===== src/rtl/mul_div_unit_if.sv =====
// Request/response bundle between decode/regfile and the iterative multiply/divide unit.
interface mul_div_unit_if #(
    parameter int XLEN = 32
);
    logic            start;
    logic [1:0]      op;
    logic            sgn;
    logic [XLEN-1:0] a;
    logic [XLEN-1:0] b;
    logic [4:0]      rd_in;
    logic            busy;
    logic            done;
    logic [XLEN-1:0] result;
    logic [4:0]      rd_out;

    modport master (
        output start, op, sgn, a, b, rd_in,
        input  busy, done, result, rd_out
    );

    modport slave (
        input  start, op, sgn, a, b, rd_in,
        output busy, done, result, rd_out
    );
endinterface


===== src/rtl/mul_div_unit.sv =====
// Iterative 32-cycle shift-add multiplier / restoring divider feeding the register file write port.
// Define MDU_SIGNED_EN to build two's-complement support selected per request by sgn.
module mul_div_unit #(
    parameter int XLEN  = 32,
    parameter int ITERS = 32
) (
    input  logic         clk,
    input  logic         rst,
    mul_div_unit_if.slave mdu
);
    localparam int CW = $clog2(ITERS);

    typedef enum logic [1:0] {IDLE, ITER, FIN} state_t;

    state_t          state;
    logic [CW-1:0]   cnt;
    logic [1:0]      op_r;
    logic [XLEN-1:0] acc_hi;
    logic [XLEN-1:0] acc_lo;
    logic [XLEN-1:0] opnd_b;
    logic            busy_r;
    logic            done_r;
    logic [XLEN-1:0] result_r;
    logic [4:0]      rd_r;

    logic [XLEN-1:0] init_a;
    logic [XLEN-1:0] init_b;
    logic [XLEN:0]   mul_sum;
    logic [XLEN:0]   rem_sh;
    logic [XLEN-1:0] sub;
    logic            ge;
    logic [XLEN-1:0] nxt_hi;
    logic [XLEN-1:0] nxt_lo;
    logic [XLEN-1:0] fin_res;

    assign mdu.busy   = busy_r;
    assign mdu.done   = done_r;
    assign mdu.result = result_r;
    assign mdu.rd_out = rd_r;

    // MUL keeps {product_hi, multiplier} in acc; DIV keeps {remainder, dividend/quotient}.
    always_comb begin
        mul_sum = {1'b0, acc_hi} + (acc_lo[0] ? {1'b0, opnd_b} : '0);
        rem_sh  = {acc_hi, acc_lo[XLEN-1]};
        ge      = rem_sh >= {1'b0, opnd_b};
        sub     = rem_sh[XLEN-1:0] - opnd_b;
        nxt_hi  = rem_sh[XLEN-1:0];
        nxt_lo  = {acc_lo[XLEN-2:0], 1'b0};
        if (!op_r[1]) begin
            nxt_hi = mul_sum[XLEN:1];
            nxt_lo = {mul_sum[0], acc_lo[XLEN-1:1]};
        end else if (ge) begin
            nxt_hi = sub;
            nxt_lo = {acc_lo[XLEN-2:0], 1'b1};
        end
    end

`ifdef MDU_SIGNED_EN
    logic                neg_prod;
    logic                neg_quo;
    logic                neg_rem;
    logic [2*XLEN-1:0]   prod_fix;
    logic [XLEN-1:0]     quo_fix;
    logic [XLEN-1:0]     rem_fix;

    function automatic logic [XLEN-1:0] mag(input logic signed [XLEN-1:0] v, input logic s);
        return (s && v < 0) ? XLEN'(-v) : v;
    endfunction

    function automatic logic [2*XLEN-1:0] fix_wide(input logic [2*XLEN-1:0] v, input logic n);
        return n ? -v : v;
    endfunction

    function automatic logic [XLEN-1:0] fix_word(input logic [XLEN-1:0] v, input logic n);
        return n ? -v : v;
    endfunction

    assign init_a = mag(mdu.a, mdu.sgn);
    assign init_b = mag(mdu.b, mdu.sgn);

    // A zero divisor must still yield all-ones, so the quotient sign flip is suppressed.
    always_ff @(posedge clk) begin
        if (rst) begin
            neg_prod <= 1'b0;
            neg_quo  <= 1'b0;
            neg_rem  <= 1'b0;
        end else if (state == IDLE && mdu.start) begin
            neg_prod <= mdu.sgn & (mdu.a[XLEN-1] ^ mdu.b[XLEN-1]);
            neg_quo  <= mdu.sgn & (mdu.a[XLEN-1] ^ mdu.b[XLEN-1]) & (|mdu.b);
            neg_rem  <= mdu.sgn & mdu.a[XLEN-1];
        end
    end

    always_comb begin
        prod_fix = fix_wide({nxt_hi, nxt_lo}, neg_prod);
        quo_fix  = fix_word(nxt_lo, neg_quo);
        rem_fix  = fix_word(nxt_hi, neg_rem);
        case (op_r)
            2'b00:   fin_res = prod_fix[XLEN-1:0];
            2'b01:   fin_res = prod_fix[2*XLEN-1:XLEN];
            2'b10:   fin_res = quo_fix;
            default: fin_res = rem_fix;
        endcase
    end
`else
    logic unused_sgn;

    assign unused_sgn = mdu.sgn;
    assign init_a     = mdu.a;
    assign init_b     = mdu.b;

    always_comb begin
        case (op_r)
            2'b00, 2'b10: fin_res = nxt_lo;
            default:      fin_res = nxt_hi;
        endcase
    end
`endif

    // The final iteration step and sign fix land directly in result_r on the edge entering FIN.
    always_ff @(posedge clk) begin
        if (rst) begin
            state    <= IDLE;
            cnt      <= '0;
            op_r     <= '0;
            acc_hi   <= '0;
            acc_lo   <= '0;
            opnd_b   <= '0;
            busy_r   <= 1'b0;
            done_r   <= 1'b0;
            result_r <= '0;
            rd_r     <= '0;
        end else begin
            case (state)
                IDLE: begin
                    done_r <= 1'b0;
                    if (mdu.start) begin
                        state  <= ITER;
                        busy_r <= 1'b1;
                        cnt    <= '0;
                        op_r   <= mdu.op;
                        acc_hi <= '0;
                        acc_lo <= init_a;
                        opnd_b <= init_b;
                        rd_r   <= mdu.rd_in;
                    end
                end
                ITER: begin
                    acc_hi <= nxt_hi;
                    acc_lo <= nxt_lo;
                    cnt    <= cnt + 1'b1;
                    if (cnt == CW'(ITERS - 1)) begin
                        state    <= FIN;
                        done_r   <= 1'b1;
                        result_r <= fin_res;
                    end
                end
                FIN: begin
                    state  <= IDLE;
                    busy_r <= 1'b0;
                    done_r <= 1'b0;
                end
                default: state <= IDLE;
            endcase
        end
    end
endmodule


===== src/flat_wrapper.sv =====
// flat-port wrapper written by rule: the top's interface ports become plain ports
module mul_div_unit_flat 
#(
    parameter int XLEN  = 32,
    parameter int ITERS = 32
)
  (clk, rst, mdu_start, mdu_op, mdu_sgn, mdu_a, mdu_b, mdu_rd_in, mdu_busy, mdu_done, mdu_result, mdu_rd_out);
  mul_div_unit_if #(.XLEN(XLEN)) mdu_i ();
  input  logic clk;
  input  logic rst;
  input wire logic [$bits(mdu_i.start)-1:0] mdu_start;
  input wire logic [$bits(mdu_i.op)-1:0] mdu_op;
  input wire logic [$bits(mdu_i.sgn)-1:0] mdu_sgn;
  input wire logic [$bits(mdu_i.a)-1:0] mdu_a;
  input wire logic [$bits(mdu_i.b)-1:0] mdu_b;
  input wire logic [$bits(mdu_i.rd_in)-1:0] mdu_rd_in;
  output wire logic [$bits(mdu_i.busy)-1:0] mdu_busy;
  output wire logic [$bits(mdu_i.done)-1:0] mdu_done;
  output wire logic [$bits(mdu_i.result)-1:0] mdu_result;
  output wire logic [$bits(mdu_i.rd_out)-1:0] mdu_rd_out;
  assign mdu_i.start = mdu_start;
  assign mdu_i.op = mdu_op;
  assign mdu_i.sgn = mdu_sgn;
  assign mdu_i.a = mdu_a;
  assign mdu_i.b = mdu_b;
  assign mdu_i.rd_in = mdu_rd_in;
  assign mdu_busy = mdu_i.busy;
  assign mdu_done = mdu_i.done;
  assign mdu_result = mdu_i.result;
  assign mdu_rd_out = mdu_i.rd_out;
  mul_div_unit #(.XLEN(XLEN), .ITERS(ITERS)) u_core (.clk(clk), .rst(rst), .mdu(mdu_i));
endmodule

===== config.mk =====
export PLATFORM = sky130hd
export DESIGN_NAME = mul_div_unit_flat
export DESIGN_NICKNAME = d
export VERILOG_FILES = /design/src/rtl/mul_div_unit_if.sv /design/src/rtl/mul_div_unit.sv /design/src/flat_wrapper.sv
export SDC_FILE = /design/constraint.sdc
export NUM_CORES = 1
export LEC_CHECK = 0
export CORE_ASPECT_RATIO = 0.5
export CORE_MARGIN = 10
export CORE_UTILIZATION = 50
export DETAILED_ROUTE_END_ITERATION = 6
export PLACE_DENSITY = 0.72
export SKIP_CTS_REPAIR_TIMING = 1
export SLEW_MARGIN = 20
export SYNTH_ARGS = -nofsm -noshare
export SYNTH_HDL_FRONTEND = slang
export SYNTH_SLANG_ARGS = --single-unit

===== constraint.sdc =====
create_clock -name clk -period 8.26 [get_ports clk]
set_input_delay 2.478 -clock clk [delete_from_list [all_inputs] [get_ports clk]]
set_output_delay 2.478 -clock clk [all_outputs]
set_load 0.005 [all_outputs]

# Word-level counts from Yosys, hierarchy flattened
# Index checks and enable logic that the tools add are counted.
# word_totals
ff_bits	144
in_bits	75
output_inout_bits	39
elab_cells	52
# classes
addsub	3
magnitude_cmp	1
n_eq_ne	6
muxes	19
n_reduce_logical	13
# op_table
operator	count
32-bit 2-to-1 mux	7
32-bit case mux with 2 select lines	2
32-bit by 33-bit adder with 33-bit output	1
33-bit by 32-bit greater-or-equal comparator with 1-bit output	1
32-bit subtractor	1
2-bit AND reduction	6
5-bit case mux with 2 select lines	1
2-bit nonzero test	3
5-bit by 1-bit adder with 5-bit output (second input constant)	1
5-bit == test (second input constant)	1
5-bit 2-to-1 mux	1
2-bit == test (second input constant)	2
2-bit zero test	2
2-bit 2-to-1 mux	2
1-bit case mux with 2 select lines	2
2-bit case mux with 2 select lines	1
2-bit OR reduction	2
1-bit 2-to-1 mux	3
2-bit by 1-bit == test with 1-bit output (second input constant)	1
2-bit by 1-bit != test with 1-bit output (second input constant)	1
2-bit != test (second input constant)	1

# Depth between registers and ports, before layout
# Gate-level depths: netlist (run 1).
# depth
ltp_word	4
depth_mapped	14
ltp_nobuf	13

# Least setup slack after synthesis (run 1)
# No wires, ideal clock.
# synth_timing
kind	input to register
startpoint	input port mdu_start
endpoint	register u_core.acc_lo[13]
t_arrival_ps	3624
required_ps	8132
slack_ps	4509
stages	6
n_path_buf	2
cell_sequence	nor3b_1 -> clkbuf_1 -> nor2_1 -> clkbuf_1 -> a221oi_1 -> nor2_1
# synth_via
elab_chain_len	2
# synth_lines
element	line_no	text
start: declaration	flat_wrapper.sv:11	input wire logic [$bits(mdu_i.start)-1:0] mdu_start;
2-bit != test (no line)	--	
2-bit AND reduction (no line)	--	
end signal: assignment	mul_div_unit.sv:143	acc_lo <= init_a;
end signal: assignment	mul_div_unit.sv:150	acc_lo <= nxt_lo;
end: declaration	mul_div_unit.sv:19	logic [XLEN-1:0] acc_lo;
# No other way between the ends.
# A chain may end at the register's enable or synchronous reset.

# Final worst setup path (run 1)
# layout_timing
startpoint	register u_core.opnd_b[1]
endpoint	register u_core.result_r[12], in the netlist u_core.mdu.result[12]
# layout_via
elab_chain_len	4
# layout_lines
element	line_no	text
start: declaration	mul_div_unit.sv:20	logic [XLEN-1:0] opnd_b;
start signal: assignment	mul_div_unit.sv:144	opnd_b <= init_b;
32-bit 2-to-1 mux (tied with other cells)	mul_div_unit.sv:43	mul_sum = {1'b0, acc_hi} + (acc_lo[0] ? {1'b0, opnd_b} : '0);
32-bit by 33-bit adder with 33-bit output / 32-bit 2-to-1 mux (equally long branches)	mul_div_unit.sv:43, mul_div_unit.sv:52	
32-bit 2-to-1 mux (*)	mul_div_unit.sv:49	if (!op_r[1]) begin
32-bit 2-to-1 mux (*)	mul_div_unit.sv:113	case (op_r)
end signal: assignment	mul_div_unit.sv:155	result_r <= fin_res;
end: declaration	mul_div_unit.sv:23	logic [XLEN-1:0] result_r;
# Mark *: on every way between the ends. The rest lies on a longest branch, timed or not.

==> results of run 1 <==
[critical path, delay by kind of cell (launching register included)]
kind / cells / cell delay (ns)
DFF: 1 / 0.38
muxes: 1 / 0.42
AOI/OAI and AO/OA: 5 / 2.14
buffers and inverters: 2 / 0.51
and+or+nand+nor: 3 / 0.52
adders and majority gates: 1 / 0.30
[worst paths after layout]
path / startpoint / slack [ns] / end / depth (start not counted)
worst max-delay path: u_core.opnd_b[1] / 3.80 / u_core.mdu.result[12] / 12
worst min-delay path: u_core.mdu.rd_out[2] / 0.45 / u_core.mdu.rd_out[2] / 2
worst max register to register: u_core.opnd_b[1] / 3.80 / u_core.mdu.result[12] / 12
worst min register to register: u_core.mdu.rd_out[2] / 0.45 / u_core.mdu.rd_out[2] / 2
[report_power, final]
part / total [uW] / internal (uW) / switching, uW
sequential: 763 / 725 / 38.8
combinational: 574 / 226 / 348
clock: 740 / 427 / 312
total: 2080 / 1380 / 700
[state kept, by name, summed over array words and instances (netlist names)]
name / flops
u_core.acc_hi: 32
u_core.acc_lo: 32
u_core.cnt: 5
u_core.mdu.busy: 1
u_core.mdu.done: 1
u_core.mdu.rd_out: 5
u_core.mdu.result: 32
u_core.op_r: 2
u_core.opnd_b: 32
u_core.state: 2
[layout make-up]
cell class	instances	area [um^2]	area share, %
timing repair buffer	127	1230	10.0
multi-input combinational	1083	7080	57.6
inverter	54	203	1.65
tap	273	342	2.78
sequential	144	2890	23.5
clock inverter	9	85.1	0.692
clock buffer	22	464	3.78
[synth_stat cells, types with 9 or more instances]
| library cell | n | share of area [%] |
|---|---|---|
| a211o_1 | 14 | 1.2 |
| a21o_1 | 37 | 2.6 |
| nor2_1 | 123 | 4.4 |
| clkbuf_1 | 70 | 2.5 |
| ha_1 | 66 | 7.9 |
| xnor2_1 | 27 | 2.3 |
| and3_1 | 18 | 1.1 |
| a21oi_1 | 128 | 6.1 |
| nand2_1 | 182 | 6.5 |
| inv_1 | 54 | 1.9 |
| a31oi_1 | 17 | 1.0 |
| xor2_1 | 15 | 1.3 |
| mux2_2 | 13 | 1.4 |
| and2_1 | 37 | 2.2 |
| nor3_1 | 27 | 1.3 |
| nor2b_1 | 10 | 0.60 |
| a221oi_1 | 28 | 2.3 |
| nand3_1 | 33 | 1.6 |
| o211ai_1 | 17 | 1.2 |
| buf_2 | 9 | 0.43 |
| dfxtp_1 | 144 | 27 |
| o22ai_1 | 10 | 0.60 |
| a22o_1 | 12 | 1.0 |
| mux2i_1 | 47 | 4.5 |
| o21ai_0 | 54 | 2.6 |
| a211oi_1 | 28 | 2.0 |
[metrics by stage]
stage	area, um^2	utilization, %	std cells	hold WS, ns	power (uW)
global route	12300	59.7	1712	0.470	2160
finish	12300	59.7	1712	0.453	2080
floorplan	10500	-	1369	0.429	1150
global placement	11700	57.0	1681	0.441	1320
CTS	12300	59.7	1712	0.455	2070
detailed placement	11700	57.0	1681	0.446	1330
[cell families (layout without fill, tap and decap cells)]
logic type | count (synthesis) | in the layout | share of synthesized area, %
flops | 144 | 144 | 27.5
xor+xnor | 42 | 42 | 3.51
buf+inv | 142 | 212 | 5.23
simple gates | 485 | 485 | 21.5
mux | 61 | 61 | 5.99
compound gates | 427 | 427 | 28.1
fa+ha+maj | 68 | 68 | 8.25
[metal layers]
layer | global-route usage (%) | wire length, um | part of all wire (%)
met1 | 37.8 | 17100 | 47
met2 | 36.6 | 14500 | 40
met3 | 7.02 | 4250 | 12
met4 | 6.37 | 411 | 1.1
met5 | 0 | 0 | 0
==> qor.csv, run 1 <==
metric,value,unit
status,completed,
grt_max_degree,79,
drt-total-wl,36.3,mm
die_h,122,um
timing.final.crit_share,54.0,%
async_reset_ff_share,0,%
slew_headroom,30.8,%
gp_congestion,0.974,
antenna_left,0,
drc,0,
cts_tree,built,
maxCapViolCount,0,
finalSetupTns,0,ns
vdd_drop_max,0.119,mV
die_x,225,um
wl_per_cell,21.2,um
syn_inst,1369,
htreeDepth,4,
die_area,0.0275,mm^2
setup_viol,0,
dp_worst_setup_slack,3.50,ns
grt_pass1_wl,56.0,mm
cp-end-kind,flip-flop,
required,8.55,ns
synthDistinctLibCells,81,
diodes,0,
slowest_delay,0.57,ns
path_cells,"inv_1, ha_1, nor2b_1, o2111ai_1, a211oi_1, o21ai_1, nand4_2, a21o_1, buf_4, mux2_2, a211oi_1, nor3_1",
fillers,1867,
vias,10800,
area_growth,17.2,%
start_kind,flip-flop,
antenna_found_initial,0,
port-buffer-count,112,
start_util,50.9,%
cpMaxStageDelayCell,a211oi_1,
synth_edf_count,0,
yosysSeqAreaShare,27.5,%
grt_pass1_vias,9851,
drive_gt1_share,6.12,%
synth_fp_nets,1512,
pin_count,114,
syn_area,0.0105,mm^2
min_period,4.46,ns
criticalPathCategory,flip-flop to flip-flop,
root_buffer,clkbuf_16,
cts.path.max_buffers,2,
synthFlopType,dfxtp_1,
power_density,169,mW/mm^2
ys_warn_count,0,
first_pass_iters,5,
worst_slack,3.80,ns
clk_pin_slew_worst_paths,0.06,ns
core,0.0206,mm^2
globalRouteTotalUtil,25.9,%
fmax,0.224,GHz
cpMostUsedCell,a211oi_1,
placementRows,37,
finalNetCount,1570,
hold_viol_final,0,
dp_hpwl,27.1,mm
slew_violations,0,
worstSkewPairLatency,0.45,ns
grt_overflow_total,0,
rsz0062_at_grt,false,
final_cell_mix,"182 x nand2_1, 143 x dfxtp_1, 128 x a21oi_1, 121 x nor2_1, 111 x clkdlybuf4s50_1",
postSynthAreaPerCell,7.66,um^2
avgViaCountPerCell,6.32,
ys_seq_elements,144,
cts_made_buffers,17,
worstPathArrival,4.75,ns
path_max_fanout,21,
tightest_slew,1.04,ns
drt_iter0_markers,1362,
leakage,0.00506,uW
finalClockSkew,0.0149,ns
hold_path.class,flip-flop to flip-flop,
cts_sinks,144,
layout_commonest_cell,nand2_1,
(Power assumes the default switching activity.)
==> inputs of run 2 (changes only) <==
clock period = 4.4 ns   (was 8.26 ns; I/O delays follow)
==> qor.csv, run 2 (synthesis results as in run 1) <==
metric,value,unit,change
rsz0062_at_grt,false,,
multiInputGateArea,0.00708,mm^2,about the same
final_cell_mix,"182 x nand2_1, 143 x dfxtp_1, 128 x a21oi_1, 122 x nor2_1, 111 x clkdlybuf4s50_1",,
layout_commonest_cell,nand2_1,,
slowest_delay,0.69,ns,+0.12 ns
drt-total-wl,36.8,mm,+1.4%
grt_max_degree,74,,-6.3%
cpMostUsedCell,o211ai_1,,
slew_violations,0,,unchanged
cpMaxStageDelayCell,a2111oi_0,,
fmax,0.258,GHz,+15%
cts_sinks,144,,unchanged
path_max_fanout,21,,unchanged
htreeDepth,4,,unchanged
placed_cells,1700,,+1.1%
area_growth,18.9,%,
hold_viol_final,0,,unchanged
grt_overflow_total,0,,unchanged
cts_tree,built,,
die_h,122,um,unchanged
hold-worst-slack,0.454,ns,+0.000400 ns
r2r_cells,12,,unchanged
r2r_slack,0.52,ns,-3.27 ns
finalSetupTns,0,ns,unchanged
cp_top_family,compound AO/OA/AOI/OAI gates,,
dp_hpwl,27.5,mm,+1.5%
leakage,0.00518,uW,+2.4%
slew_headroom,31.8,%,+0.96 points
status,completed,,
worstSkewPairLatency,0.44,ns,about the same
final_cells,1732,,+1.2%
start_util,50.9,%,unchanged
required,4.74,ns,-3.81 ns
globalRouteTotalUtil,26.2,%,+0.34 points
vias,10800,,+0.12%
vdd_drop_max,0.260,mV,+120%
core,0.0206,mm^2,unchanged
port-buffer-count,112,,unchanged
timing.rr.end,u_core.mdu.result[31],,
antenna_found_initial,0,,unchanged
path_cells,"buf_4, and2_1, ha_1, nor2b_1, o31a_1, o211ai_1, nand3_1, o211ai_1, a21oi_1, a2111oi_0, mux2i_1, a32o_1",,
layout.area.seq,0.00289,mm^2,unchanged
die_area,0.0275,mm^2,unchanged
criticalPathCategory,flip-flop to flip-flop,,
grt_pass1_wl,57.0,mm,+1.9%
diodes,0,,unchanged
finalNetCount,1589,,+1.2%
start_kind,flip-flop,,
drt_iter0_markers,1205,,-12%
first_pass_iters,6,,+1
total_power,4050,uW,+95%
cts.path.max_buffers,2,,unchanged
power_density,324,mW/mm^2,+92%
r2r-start,u_core.acc_lo[0],,
timing.final.crit_share,88.1,%,+34 points
clk_pin_slew_worst_paths,0.07,ns,about the same
hold_depth,2,,unchanged
hp-start,u_core.mdu.done,,
finalClockSkew,0.0138,ns,-0.00108 ns
avgViaCountPerCell,6.25,,-1.0%
wl_per_cell,21.2,um,+0.18%
antenna_left,0,,unchanged
worstPathArrival,4.21,ns,-0.54 ns
tightest_slew,1.02,ns,-0.0144 ns
hold_path.class,flip-flop to flip-flop,,
fillers,1874,,+0.37%
maxCapViolCount,0,,unchanged
hold_end,u_core.mdu.done,,
cts_made_buffers,17,,unchanged
cp-end-kind,flip-flop,,
pin_count,114,,unchanged
gp_congestion,0.996,,+2.3%
drive_gt1_share,7.54,%,+1.4 points
path_buf_inv,1,,-1
drc,0,,unchanged
placementRows,37,,unchanged
setup_viol,0,,unchanged
min_period,3.88,ns,-0.585 ns
grt_pass1_vias,10000,,+1.9%
die_x,225,um,unchanged
root_buffer,clkbuf_16,,
-- run 2: changes by cell type in the layout (fill, tap and decap cells not counted), sizes merged --
cell,delta
clkinvlp,-2
inv,+8
buf,+19
clkinv,-1
clkbuf,-4
-- run 2: final cells by class --
type,instances,area share (%)
clock inverter,14,1.17
clock buffer,18,3.52
sequential,144,23.1
multi-input combinational,1083,56.7
timing repair buffer,146,11.1
tap,273,2.74
inverter,54,1.62
-- run 2: metrics by stage --
step | cell area, um^2 | util, % | setup WS (ns)
after global placement | 11900 | 57.6 | 0.678
final | 12500 | 60.6 | 0.524
after floorplan | 10500 | - | 1.37
after global routing | 12500 | 60.6 | 0.330
after detailed placement | 11900 | 57.7 | 0.635
after CTS | 12500 | 60.6 | 0.608
-- run 2: report_power, final --
part	switching [uW]	internal, uW	total, uW
combinational	672	455	1130
sequential	69.1	1360	1430
clock	675	817	1490
total	1420	2630	4050
-- run 2: tightest hold or removal path, delay by kind of cell (launching register included) --
| kind | cells | cell delay, ns |
|---|---|---|
| flops | 1 | 0.31 |
| compound gates | 1 | 0.05 |
| simple gates | 1 | 0.05 |
-- run 2: routing by layer --
layer | track usage (%) | part of all wire (%)
met1 | 37.1 | 47
met2 | 37.6 | 41
met3 | 8.50 | 11
met4 | 6.33 | 1.4
met5 | 0 | 0
-- run 2: worst max path at each step --
stage,depth (start not counted),slack (ns),end,startpoint
2_1_floorplan,13,1.37,u_core.mdu.result[30],u_core.acc_lo[0]
3_3_place_gp,12,0.68,u_core.mdu.result[31],u_core.acc_lo[0]
3_5_place_dp,12,0.63,u_core.mdu.result[31],u_core.acc_lo[0]
4_1_cts,12,0.61,u_core.mdu.result[31],u_core.acc_lo[0]
5_1_grt,12,0.33,u_core.mdu.result[22],u_core.acc_lo[0]
6_report,12,0.52,u_core.mdu.result[31],u_core.acc_lo[0]
